==> src/rtl/fp_addmul_sched_if.sv <==
// Shared types and the bundled request/datapath/response bus of fp_addmul_sched.
package fp_addmul_sched_pkg;
    typedef enum logic [0:0] { OP_ADD = 1'b0, OP_MUL = 1'b1 } fp_op_e;
    typedef enum logic [0:0] { FP32 = 1'b0, FP16 = 1'b1 } fp_fmt_e;
endpackage

interface fp_addmul_sched_if;
    import fp_addmul_sched_pkg::*;

    logic [1:0]       req_valid;
    logic [1:0]       req_ready;
    fp_op_e  [1:0]    req_op;
    fp_fmt_e [1:0]    req_fmt;
    logic [1:0][31:0] req_x;
    logic [1:0][31:0] req_y;

    fp_op_e           dp_opcode;
    fp_fmt_e          dp_fmt;
    logic [31:0]      dp_x;
    logic [31:0]      dp_y;
    logic [31:0]      dp_r;

    logic             rsp_valid;
    logic             rsp_ready;
    logic             rsp_src;
    logic [31:0]      rsp_r;

    modport slave (
        input  req_valid, req_op, req_fmt, req_x, req_y, dp_r, rsp_ready,
        output req_ready, dp_opcode, dp_fmt, dp_x, dp_y, rsp_valid, rsp_src, rsp_r
    );

    modport master (
        output req_valid, req_op, req_fmt, req_x, req_y, dp_r, rsp_ready,
        input  req_ready, dp_opcode, dp_fmt, dp_x, dp_y, rsp_valid, rsp_src, rsp_r
    );
endinterface

==> src/rtl/fp_addmul_sched.sv <==
// Two-port round-robin scheduler in front of a shared FP add/mul datapath with a credited response FIFO.
// Optional performance counters are enabled with the FP_SCHED_PERF_EN macro.
module fp_addmul_sched
    import fp_addmul_sched_pkg::*;
#(
    parameter int DP_LAT    = 1,
    parameter int RSP_DEPTH = 4
) (
    input  logic             clk,
    input  logic             rst_n,
    fp_addmul_sched_if.slave bus
`ifdef FP_SCHED_PERF_EN
    ,
    output logic [31:0]      perf_issue0,
    output logic [31:0]      perf_issue1,
    output logic [31:0]      perf_stall
`endif
);
    localparam int PW = $clog2(RSP_DEPTH);
    localparam int CW = PW + 1;
    localparam int IW = $clog2(DP_LAT + 1);
    localparam int SW = CW + IW + 1;

    logic [1:0]        grant_s;
    logic              credit_ok_s;
    logic              issue_s;
    logic              issue_src_s;
    logic              rr_last_r;

    logic [DP_LAT-1:0] tok_v_r;
    logic [DP_LAT-1:0] tok_src_r;
    logic [IW-1:0]     inflight_s;
    logic              exit_s;
    logic              exit_src_s;

    logic [32:0]       mem_r [RSP_DEPTH];
    logic [PW-1:0]     wr_ptr_r;
    logic [PW-1:0]     rd_ptr_r;
    logic [PW-1:0]     rd_ptr_nx_s;
    logic [CW-1:0]     fifo_count_r;
    logic [CW-1:0]     count_nx_s;
    logic [32:0]       head_nx_s;
    logic              push_s;
    logic              pop_s;

    fp_op_e            dp_opcode_r;
    fp_fmt_e           dp_fmt_r;
    logic [31:0]       dp_x_r;
    logic [31:0]       dp_y_r;
    logic              rsp_valid_r;
    logic              rsp_src_r;
    logic [31:0]       rsp_r_r;

    // Count tokens currently travelling through the latency pipe.
    always_comb begin
        inflight_s = {IW{1'b0}};
        for (int i = 0; i < DP_LAT; i++) begin
            inflight_s = inflight_s + IW'(tok_v_r[i]);
        end
    end

    // Every accepted, not yet popped operation holds one FIFO slot in reserve.
    assign credit_ok_s = (SW'(fifo_count_r) + SW'(inflight_s)) < SW'(RSP_DEPTH);

    // Round-robin grant; gated off during reset and when out of credit.
    always_comb begin
        grant_s = 2'b00;
        if (rst_n && credit_ok_s) begin
            case (bus.req_valid)
                2'b01:   grant_s = 2'b01;
                2'b10:   grant_s = 2'b10;
                2'b11:   grant_s = rr_last_r ? 2'b01 : 2'b10;
                default: grant_s = 2'b00;
            endcase
        end else begin
            grant_s = 2'b00;
        end
    end

    assign bus.req_ready = grant_s;
    assign issue_s       = grant_s[0] | grant_s[1];
    assign issue_src_s   = grant_s[1];

    // Round-robin pointer remembers the last port that was granted.
    always_ff @(posedge clk) begin
        if (!rst_n) begin
            rr_last_r <= 1'b1;
        end else if (issue_s) begin
            rr_last_r <= issue_src_s;
        end else begin
            rr_last_r <= rr_last_r;
        end
    end

    // Operand registers feeding the datapath; they hold while idle.
    always_ff @(posedge clk) begin
        if (!rst_n) begin
            dp_opcode_r <= OP_ADD;
            dp_fmt_r    <= FP32;
            dp_x_r      <= 32'h0000_0000;
            dp_y_r      <= 32'h0000_0000;
        end else if (issue_s) begin
            dp_opcode_r <= bus.req_op[issue_src_s];
            dp_fmt_r    <= bus.req_fmt[issue_src_s];
            dp_x_r      <= bus.req_x[issue_src_s];
            dp_y_r      <= bus.req_y[issue_src_s];
        end else begin
            dp_opcode_r <= dp_opcode_r;
            dp_fmt_r    <= dp_fmt_r;
            dp_x_r      <= dp_x_r;
            dp_y_r      <= dp_y_r;
        end
    end

    assign bus.dp_opcode = dp_opcode_r;
    assign bus.dp_fmt    = dp_fmt_r;
    assign bus.dp_x      = dp_x_r;
    assign bus.dp_y      = dp_y_r;

    // Token pipe mirroring the datapath latency; the last stage marks dp_r as valid.
    always_ff @(posedge clk) begin
        if (!rst_n) begin
            tok_v_r   <= {DP_LAT{1'b0}};
            tok_src_r <= {DP_LAT{1'b0}};
        end else begin
            for (int i = DP_LAT - 1; i >= 1; i--) begin
                tok_v_r[i]   <= tok_v_r[i-1];
                tok_src_r[i] <= tok_src_r[i-1];
            end
            tok_v_r[0]   <= issue_s;
            tok_src_r[0] <= issue_src_s;
        end
    end

    assign exit_s     = tok_v_r[DP_LAT-1];
    assign exit_src_s = tok_src_r[DP_LAT-1];
    assign push_s     = exit_s;
    assign pop_s      = rsp_valid_r & bus.rsp_ready;

    // Next FIFO occupancy, read pointer and head entry.
    always_comb begin
        rd_ptr_nx_s = pop_s ? (rd_ptr_r + PW'(1)) : rd_ptr_r;
        case ({push_s, pop_s})
            2'b10:   count_nx_s = fifo_count_r + CW'(1);
            2'b01:   count_nx_s = fifo_count_r - CW'(1);
            default: count_nx_s = fifo_count_r;
        endcase
        // The pushed entry becomes the head only when the FIFO is otherwise empty.
        if (push_s && (wr_ptr_r == rd_ptr_nx_s)) begin
            head_nx_s = {exit_src_s, bus.dp_r};
        end else begin
            head_nx_s = mem_r[rd_ptr_nx_s];
        end
    end

    // FIFO storage; contents are qualified by the pointers so no reset is needed.
    always_ff @(posedge clk) begin
        if (push_s) begin
            mem_r[wr_ptr_r] <= {exit_src_s, bus.dp_r};
        end
    end

    // FIFO pointers, occupancy and the registered response head.
    always_ff @(posedge clk) begin
        if (!rst_n) begin
            wr_ptr_r     <= {PW{1'b0}};
            rd_ptr_r     <= {PW{1'b0}};
            fifo_count_r <= {CW{1'b0}};
            rsp_valid_r  <= 1'b0;
            rsp_src_r    <= 1'b0;
            rsp_r_r      <= 32'h0000_0000;
        end else begin
            wr_ptr_r     <= push_s ? (wr_ptr_r + PW'(1)) : wr_ptr_r;
            rd_ptr_r     <= rd_ptr_nx_s;
            fifo_count_r <= count_nx_s;
            rsp_valid_r  <= (count_nx_s != {CW{1'b0}});
            if (count_nx_s != {CW{1'b0}}) begin
                rsp_src_r <= head_nx_s[32];
                rsp_r_r   <= head_nx_s[31:0];
            end else begin
                rsp_src_r <= rsp_src_r;
                rsp_r_r   <= rsp_r_r;
            end
        end
    end

    assign bus.rsp_valid = rsp_valid_r;
    assign bus.rsp_src   = rsp_src_r;
    assign bus.rsp_r     = rsp_r_r;

`ifdef FP_SCHED_PERF_EN
    logic [31:0] perf_issue0_r;
    logic [31:0] perf_issue1_r;
    logic [31:0] perf_stall_r;
    logic        stall_s;

    assign stall_s = (bus.req_valid != 2'b00) && (grant_s == 2'b00);

    // Saturating issue and stall counters.
    always_ff @(posedge clk) begin
        if (!rst_n) begin
            perf_issue0_r <= 32'h0000_0000;
            perf_issue1_r <= 32'h0000_0000;
            perf_stall_r  <= 32'h0000_0000;
        end else begin
            if (grant_s[0] && (perf_issue0_r != 32'hFFFF_FFFF)) begin
                perf_issue0_r <= perf_issue0_r + 32'd1;
            end else begin
                perf_issue0_r <= perf_issue0_r;
            end
            if (grant_s[1] && (perf_issue1_r != 32'hFFFF_FFFF)) begin
                perf_issue1_r <= perf_issue1_r + 32'd1;
            end else begin
                perf_issue1_r <= perf_issue1_r;
            end
            if (stall_s && (perf_stall_r != 32'hFFFF_FFFF)) begin
                perf_stall_r <= perf_stall_r + 32'd1;
            end else begin
                perf_stall_r <= perf_stall_r;
            end
        end
    end

    assign perf_issue0 = perf_issue0_r;
    assign perf_issue1 = perf_issue1_r;
    assign perf_stall  = perf_stall_r;
`endif

endmodule
==> src/flat_wrapper.sv <==
// flat-port wrapper written by rule: the top's interface ports become plain ports
module fp_addmul_sched_flat import fp_addmul_sched_pkg::*;
#(
    parameter int DP_LAT    = 1,
    parameter int RSP_DEPTH = 4
)
  (clk, rst_n, bus_req_valid, bus_req_op, bus_req_fmt, bus_req_x, bus_req_y, bus_dp_r, bus_rsp_ready, bus_req_ready, bus_dp_opcode, bus_dp_fmt, bus_dp_x, bus_dp_y, bus_rsp_valid, bus_rsp_src, bus_rsp_r);
  fp_addmul_sched_if bus_i ();
  input  logic clk;
  input  logic rst_n;
  input wire logic [$bits(bus_i.req_valid)-1:0] bus_req_valid;
  input wire logic [$bits(bus_i.req_op)-1:0] bus_req_op;
  input wire logic [$bits(bus_i.req_fmt)-1:0] bus_req_fmt;
  input wire logic [$bits(bus_i.req_x)-1:0] bus_req_x;
  input wire logic [$bits(bus_i.req_y)-1:0] bus_req_y;
  input wire logic [$bits(bus_i.dp_r)-1:0] bus_dp_r;
  input wire logic [$bits(bus_i.rsp_ready)-1:0] bus_rsp_ready;
  output wire logic [$bits(bus_i.req_ready)-1:0] bus_req_ready;
  output wire logic [$bits(bus_i.dp_opcode)-1:0] bus_dp_opcode;
  output wire logic [$bits(bus_i.dp_fmt)-1:0] bus_dp_fmt;
  output wire logic [$bits(bus_i.dp_x)-1:0] bus_dp_x;
  output wire logic [$bits(bus_i.dp_y)-1:0] bus_dp_y;
  output wire logic [$bits(bus_i.rsp_valid)-1:0] bus_rsp_valid;
  output wire logic [$bits(bus_i.rsp_src)-1:0] bus_rsp_src;
  output wire logic [$bits(bus_i.rsp_r)-1:0] bus_rsp_r;
  assign bus_i.req_valid = bus_req_valid;
  assign bus_i.req_op = bus_req_op;
  assign bus_i.req_fmt = bus_req_fmt;
  assign bus_i.req_x = bus_req_x;
  assign bus_i.req_y = bus_req_y;
  assign bus_i.dp_r = bus_dp_r;
  assign bus_i.rsp_ready = bus_rsp_ready;
  assign bus_req_ready = bus_i.req_ready;
  assign bus_dp_opcode = bus_i.dp_opcode;
  assign bus_dp_fmt = bus_i.dp_fmt;
  assign bus_dp_x = bus_i.dp_x;
  assign bus_dp_y = bus_i.dp_y;
  assign bus_rsp_valid = bus_i.rsp_valid;
  assign bus_rsp_src = bus_i.rsp_src;
  assign bus_rsp_r = bus_i.rsp_r;
  fp_addmul_sched #(.DP_LAT(DP_LAT), .RSP_DEPTH(RSP_DEPTH)) u_core (.clk(clk), .rst_n(rst_n), .bus(bus_i));
endmodule
==> config.mk <==
export PLATFORM = sky130hd
export DESIGN_NAME = fp_addmul_sched_flat
export DESIGN_NICKNAME = d
export VERILOG_FILES = /design/src/rtl/fp_addmul_sched_if.sv /design/src/rtl/fp_addmul_sched.sv /design/src/flat_wrapper.sv
export SDC_FILE = /design/constraint.sdc
export NUM_CORES = 1
export LEC_CHECK = 0
export ABC_AREA = 0
export ABC_CLOCK_PERIOD_IN_PS = 2900
export CORE_ASPECT_RATIO = 1.4
export CORE_MARGIN = 3
export CORE_UTILIZATION = 44
export CTS_BUF_LIST = sky130_fd_sc_hd__clkbuf_8 sky130_fd_sc_hd__clkbuf_16
export DETAILED_ROUTE_END_ITERATION = 12
export PLACE_DENSITY_LB_ADDON = 0.25
export SETUP_SLACK_MARGIN = 0.15
export SLEW_MARGIN = 20
export SYNTH_ARGS = -nofsm -noshare
export SYNTH_HDL_FRONTEND = slang
export SYNTH_SLANG_ARGS = --single-unit
export TNS_END_PERCENT = 5
==> constraint.sdc <==
create_clock -name clk -period 2.9 [get_ports clk]
set_input_delay 0.29 -clock clk [delete_from_list [all_inputs] [get_ports clk]]
set_output_delay 0.29 -clock clk [all_outputs]
set_load 0.005 [all_outputs]
# Word level (Yosys, flattened, before mapping)
# Memories as Yosys holds them, arrays and structs flattened. A register that Yosys moved wholly into a read port is not among the register bits.
# Index checks and enable logic that the tools add are counted.
[totals]
reg_bits = 77
mem_bits_rw = 132
output_inout_bits = 102
wordCells = 44
mem_count = 1
[classes]
add_sub_neg = 5
magnitude_cmp = 2
n_eq_ne = 5
mux = 15
n_bitwise = 2
n_reduce_logical = 3
[memory_table]
columns = ["name", "words", "width", "read_ports", "rd_clocked_by_memory_dff", "wr", "line_no", "source"]
rows = [
  ["u_core.mem_r", 4, 33, 1, 1, 1, "fp_addmul_sched.sv:36", "logic [32:0] mem_r [RSP_DEPTH];"],
]
[op_table]
columns = ["cell", "count"]
rows = [
  ["2-to-1 mux 32 bit", 4],
  ["== test 2 bit (second input constant)", 3],
  ["2-to-1 mux 1 bit", 6],
  ["2-to-1 mux 2 bit", 3],
  ["case mux 2 bit (3 select lines)", 1],
  ["case mux 3 bit (2 select lines)", 1],
  ["< comparator 5 x 3 -> 1 bit (second input constant)", 1],
  ["adder 2 x 1 -> 2 bit (second input constant)", 2],
  ["adder 3 x 1 -> 4 bit", 1],
  ["== test 2 x 1 -> 1 bit (second input constant)", 2],
  ["adder 3 x 1 -> 3 bit (second input constant)", 1],
  ["nonzero test 3 bit", 1],
  ["subtractor 3 x 1 -> 3 bit (second input constant)", 1],
  ["< comparator 1 x 2 -> 1 bit (second input constant)", 1],
  ["AND 1 bit", 1],
  ["logical AND 1 bit", 1],
  ["logical NOT 1 bit", 1],
  ["bitwise OR 1 bit", 1],
]

# Logic depth before layout (Yosys ltp)
[logic_depth]
depth_word = 6
ltp_mapped = 12
ltp_nobuf = 9

# Worst setup path before layout
# OpenSTA, ideal clock, no wires.
[synth_path]
path_kind = "register to register"
start = "register u_core.rsp_valid_r, in the netlist u_core.bus.rsp_valid"
end = "register u_core.rsp_r_r[12], in the netlist u_core.bus.rsp_r[12], read port of u_core.mem_r"
setup_ns = 0.122
arrival_time_ns = 2.758
t_required_ns = 2.778
slack_ns = 0.020
stages_incl_launch_ff = 13
path_buffers = 3
synth_period_minus_slack_ns = 2.880
cell_sequence = "dfxtp_1 nand2_2 inv_2 buf_2 ha_1 fa_1 xor2_1 nand3_1 o211a_1 and3b_1 buf_6 buf_6 a221o_1"
[synth_via]
elab_chain_len = 4
[synth_rtl]
columns = ["element", "line_no", "source"]
rows = [
  ["start, declared", "fp_addmul_sched.sv:50", "logic rsp_valid_r;"],
  ["start signal, assigned", "fp_addmul_sched.sv:176", "rsp_valid_r <= (count_nx_s != {CW{1'b0}});"],
  ["AND 1 bit *", "fp_addmul_sched.sv:138", "assign pop_s = rsp_valid_r & bus.rsp_ready;"],
  ["== test 2 x 1 -> 1 bit or == test 2 bit (tied branches)", "fp_addmul_sched.sv:143", "case ({push_s, pop_s})"],
  ["case mux 3 bit (2 select lines)", "fp_addmul_sched.sv:143", ""],
  ["nonzero test 3 bit", "fp_addmul_sched.sv:177", "if (count_nx_s != {CW{1'b0}}) begin"],
  ["end, declared", "fp_addmul_sched.sv:52", "logic [31:0] rsp_r_r;"],
]
# Mark *: on every way between the ends. The rest lies on a longest branch, timed or not.
# A chain may end at the register's enable or synchronous reset.

# Worst setup path in the final report
[layout_path]
start = "register u_core.rsp_valid_r, in the netlist u_core.bus.rsp_valid"
end = "register u_core.rsp_r_r[4], in the netlist u_core.bus.rsp_r[4], read port of u_core.mem_r"
# The elaborated chain is that of the path after synthesis.

==> results.ini <==
[run_status]
status=complete, no violations

[pwr]
peakVddDrop_v=0.000435
switchingPower_uw=3010
seqPwrFrac_pct=42.0
combinationalPowerShare_pct=30.2
p_clk_share_pct=27.7
p_sw_share_pct=28.5
power_density_nw_per_um2=734
intPower_uw=7540
power.leakage_uw=0.00551

[yosys]
ys_seq_elements=242
synth-xor-area-share_pct=0.419
yosysMostFrequentCell=edfxtp_1
yosysTopAreaCell=edfxtp_1
synth_mux_area_share_pct=13.2
synth-seq-area-share_pct=59.0
async_flop_share_pct=0
ys.flop_type=edfxtp_1
synth_fa_ha_area_share_pct=0.790
synth_compound_area_share_pct=18.9
synth_top_family_by_area=compound AO/OA/AOI/OAI gates
ys_top_cells_by_count=132 x edfxtp_1, 110 x dfxtp_1, 99 x o22ai_1
synthTopCellsByArea=edfxtp_1 38%, dfxtp_1 21%, mux2_2 6.9%
synth_simple_gate_area_share_pct=4.09
synth_warnings=0
synth.avg_cell_area_um2=12.3
synth_edf_count=132
synth_top_area_share_pct=37.9
synth_nets=1026
synth_area_um2=10500
netlist_instances=851
netlist-cell-type-count=40

[floorplan]
ioPinCount=271
core_um2=23300
placementRows=66
die_area_um2=25700
initial_core_util_pct=44.9
die_x_um=136
fp.dieH_um=188

[clock_network]
post_cts_buffers=0
path_clk_slew_ps=60
cts_buffer_depth=3
cts_tree=built
clkSinkCount=242
h-tree-depth=1
hold_buffers=0
cts_made_buffers=24
clk_latency_ps=510
cts_resized=0
cts_root_buffer=clkbuf_16

[placed_design]
dp_hpwl_um=20300
place_inst=1381
preCtsSetupSlack_ps=-107
routabilityCongestion=0.823
io_buffers=270

[routing]
dr_total_vias=8401
drtPass1Iterations=5
wl_per_cell_um=21.6
routed_wl_um=30800
drc=0
ant_nets=0
routed_via_density=5.90
dr.first_iter.drc_count=549

[cells_and_area]
final_nets=1276
syn2layout_area_growth_pct=37.5
drive_above_1_share_pct=13.1
n_antenna_cell=0
postLayoutCoreUtil_pct=61.7
fin_cells=1425
fill_cells=1879

[timing]
tightest_slew_ps=772
worst_slack_ps=277
finalSetupViolations=0
relSlewSlack_pct=48.5
rsz0062_at_grt=no
layout_min_cycle_time_ps=2620
drv_slew=0
fmax_ghz=0.381
fin_crit_sh_pct=90.4
hold_viol=0
finalClockSkew_ps=13.7

[setup_path]
r2r_cells=11
crit_type=flop to flop
start_kind=flop
required_ps=3340
cp_max_fo=33
cp_data_arrival_time_ps=3060
r2r-start=u_core.bus.rsp_valid$_SDFF_PN0_
reg2reg_slack_ps=280
r2r-end=u_core.bus.rsp_r[4]$_SDFFE_PN0P_
crit_path_end_kind=flop

[global_routing]
grt_pass1_wl_um=46500
grt_overflow_total=0
track_usage_pct=23.2
first_global_vias=8567
antenna_found_initial=1
grt_max_degree=84

[job]
maxCapViolCount=0

[worst_hold_path]
hp-class=primary input to flop
min_to=u_core.exit_src_s$_SDFF_PN0_
min_path_cells=3
hp-start=rst_n

kinds of logic (layout without fill, tap and decap cells):
| logic type | after synthesis | in the layout |
|---|---|---|
| multiplexers | 130 | 130 |
| buffers and inverters | 86 | 354 |
| XOR/XNOR | 5 | 5 |
| adder cells (fa/ha/maj) | 6 | 6 |
| flip-flops | 242 | 242 |
| AO/OA/AOI/OAI | 308 | 308 |
| AND/OR/NAND/NOR | 74 | 74 |
critical path, cell delays in order, from the launching register on:
cell	delay, ps
dfxtp_2	370
nand2_4	80
inv_4	30
ha_2	190
fa_1	440
xor2_1	250
nand3_1	130
o211a_1	210
buf_12	190
nor3b_4	210
buf_12	240
a221o_1	190
worst max-delay path by stage:
stage / from / to / slack (ps) / cells after the start
2_1_floorplan: u_core.bus.rsp_valid$_SDFF_PN0_ / u_core.bus.rsp_r[12]$_SDFFE_PN0P_ / 180 / 12
3_5_place_dp: bus_rsp_ready / u_core.bus.rsp_r[10]$_SDFFE_PN0P_ / -110 / 11
5_1_grt: u_core.bus.rsp_valid$_SDFF_PN0_ / u_core.bus.rsp_r[4]$_SDFFE_PN0P_ / 160 / 11
3_3_place_gp: bus_rsp_ready / u_core.bus.rsp_r[27]$_SDFFE_PN0P_ / -70 / 11
4_1_cts: u_core.bus.rsp_valid$_SDFF_PN0_ / u_core.bus.rsp_r[4]$_SDFFE_PN0P_ / 290 / 11
6_report: u_core.bus.rsp_valid$_SDFF_PN0_ / u_core.bus.rsp_r[4]$_SDFFE_PN0P_ / 280 / 11
metal layers:
| layer | up-vias | wire length [um] | global-route usage [%] |
|---|---|---|---|
| li1 | 3874 | - | - |
| met1 | 4092 | 11400 | 26.6 |
| met2 | 367 | 15800 | 41.4 |
| met3 | 66 | 2640 | 6.01 |
| met4 | 2 | 973 | 8.46 |
| met5 | - | 7 | 0 |
through the flow:
| stage | area (um^2) | setup TNS (ps) | power (uW) | hold slack [ps] |
|---|---|---|---|---|
| floorplan | 10500 | 0 | 6010 | 389 |
| global placement | 13600 | -2010 | 7650 | 475 |
| detailed placement | 13600 | -3050 | 7690 | 482 |
| CTS | 14400 | 0 | 10600 | 258 |
| global route | 14400 | 0 | 11000 | 283 |
| finish | 14400 | 0 | 10600 | 268 |
power groups by stage:
stage / sequential [uW] / combinational (uW) / clock, uW
final: 4430 / 3190 / 2930
after global routing: 4480 / 3440 / 3110
after detailed placement: 4490 / 3200 / 0
after global placement: 4490 / 3160 / 0
after CTS: 4430 / 3210 / 2990
after floorplan: 4440 / 1560 / 0
registers in the layout, indices dropped and copies added, names as in the netlist:
| name | flops |
|---|---|
| u_core.bus.dp_x | 32 |
| u_core.bus.dp_opcode | 1 |
| u_core.exit_s | 1 |
| u_core.fifo_count_r | 3 |
| u_core.bus.dp_y | 32 |
| u_core.wr_ptr_r | 2 |
| u_core.mem_r | 132 |
| u_core.rd_ptr_r | 2 |
| u_core.bus.rsp_valid | 1 |
| u_core.exit_src_s | 1 |
| u_core.bus.rsp_r | 32 |
| u_core.rr_last_r | 1 |
| u_core.bus.dp_fmt | 1 |
| u_core.bus.rsp_src | 1 |
layout make-up:
type,count,area [um^2],share of cell area [%]
Tap cell,306,383,2.66
Clock inverter,18,109,0.758
Inverter,8,32.5,0.226
Sequential cell,242,6170,42.9
Clock buffer,26,639,4.45
Timing Repair Buffer,302,3080,21.4
Multi-Input combinational cell,523,3960,27.6
cells in the final DEF (no fill, tap or decap), drive strengths merged, types with 37 or more instances in the layout:
master         instances
a21oi                 67
and3                  37
clkdlybuf4s50        269
dfxtp                110
edfxtp               132
mux2                  64
mux2i                 66
o21ai                 69
o22ai                 99
(Power assumes the default switching activity.)
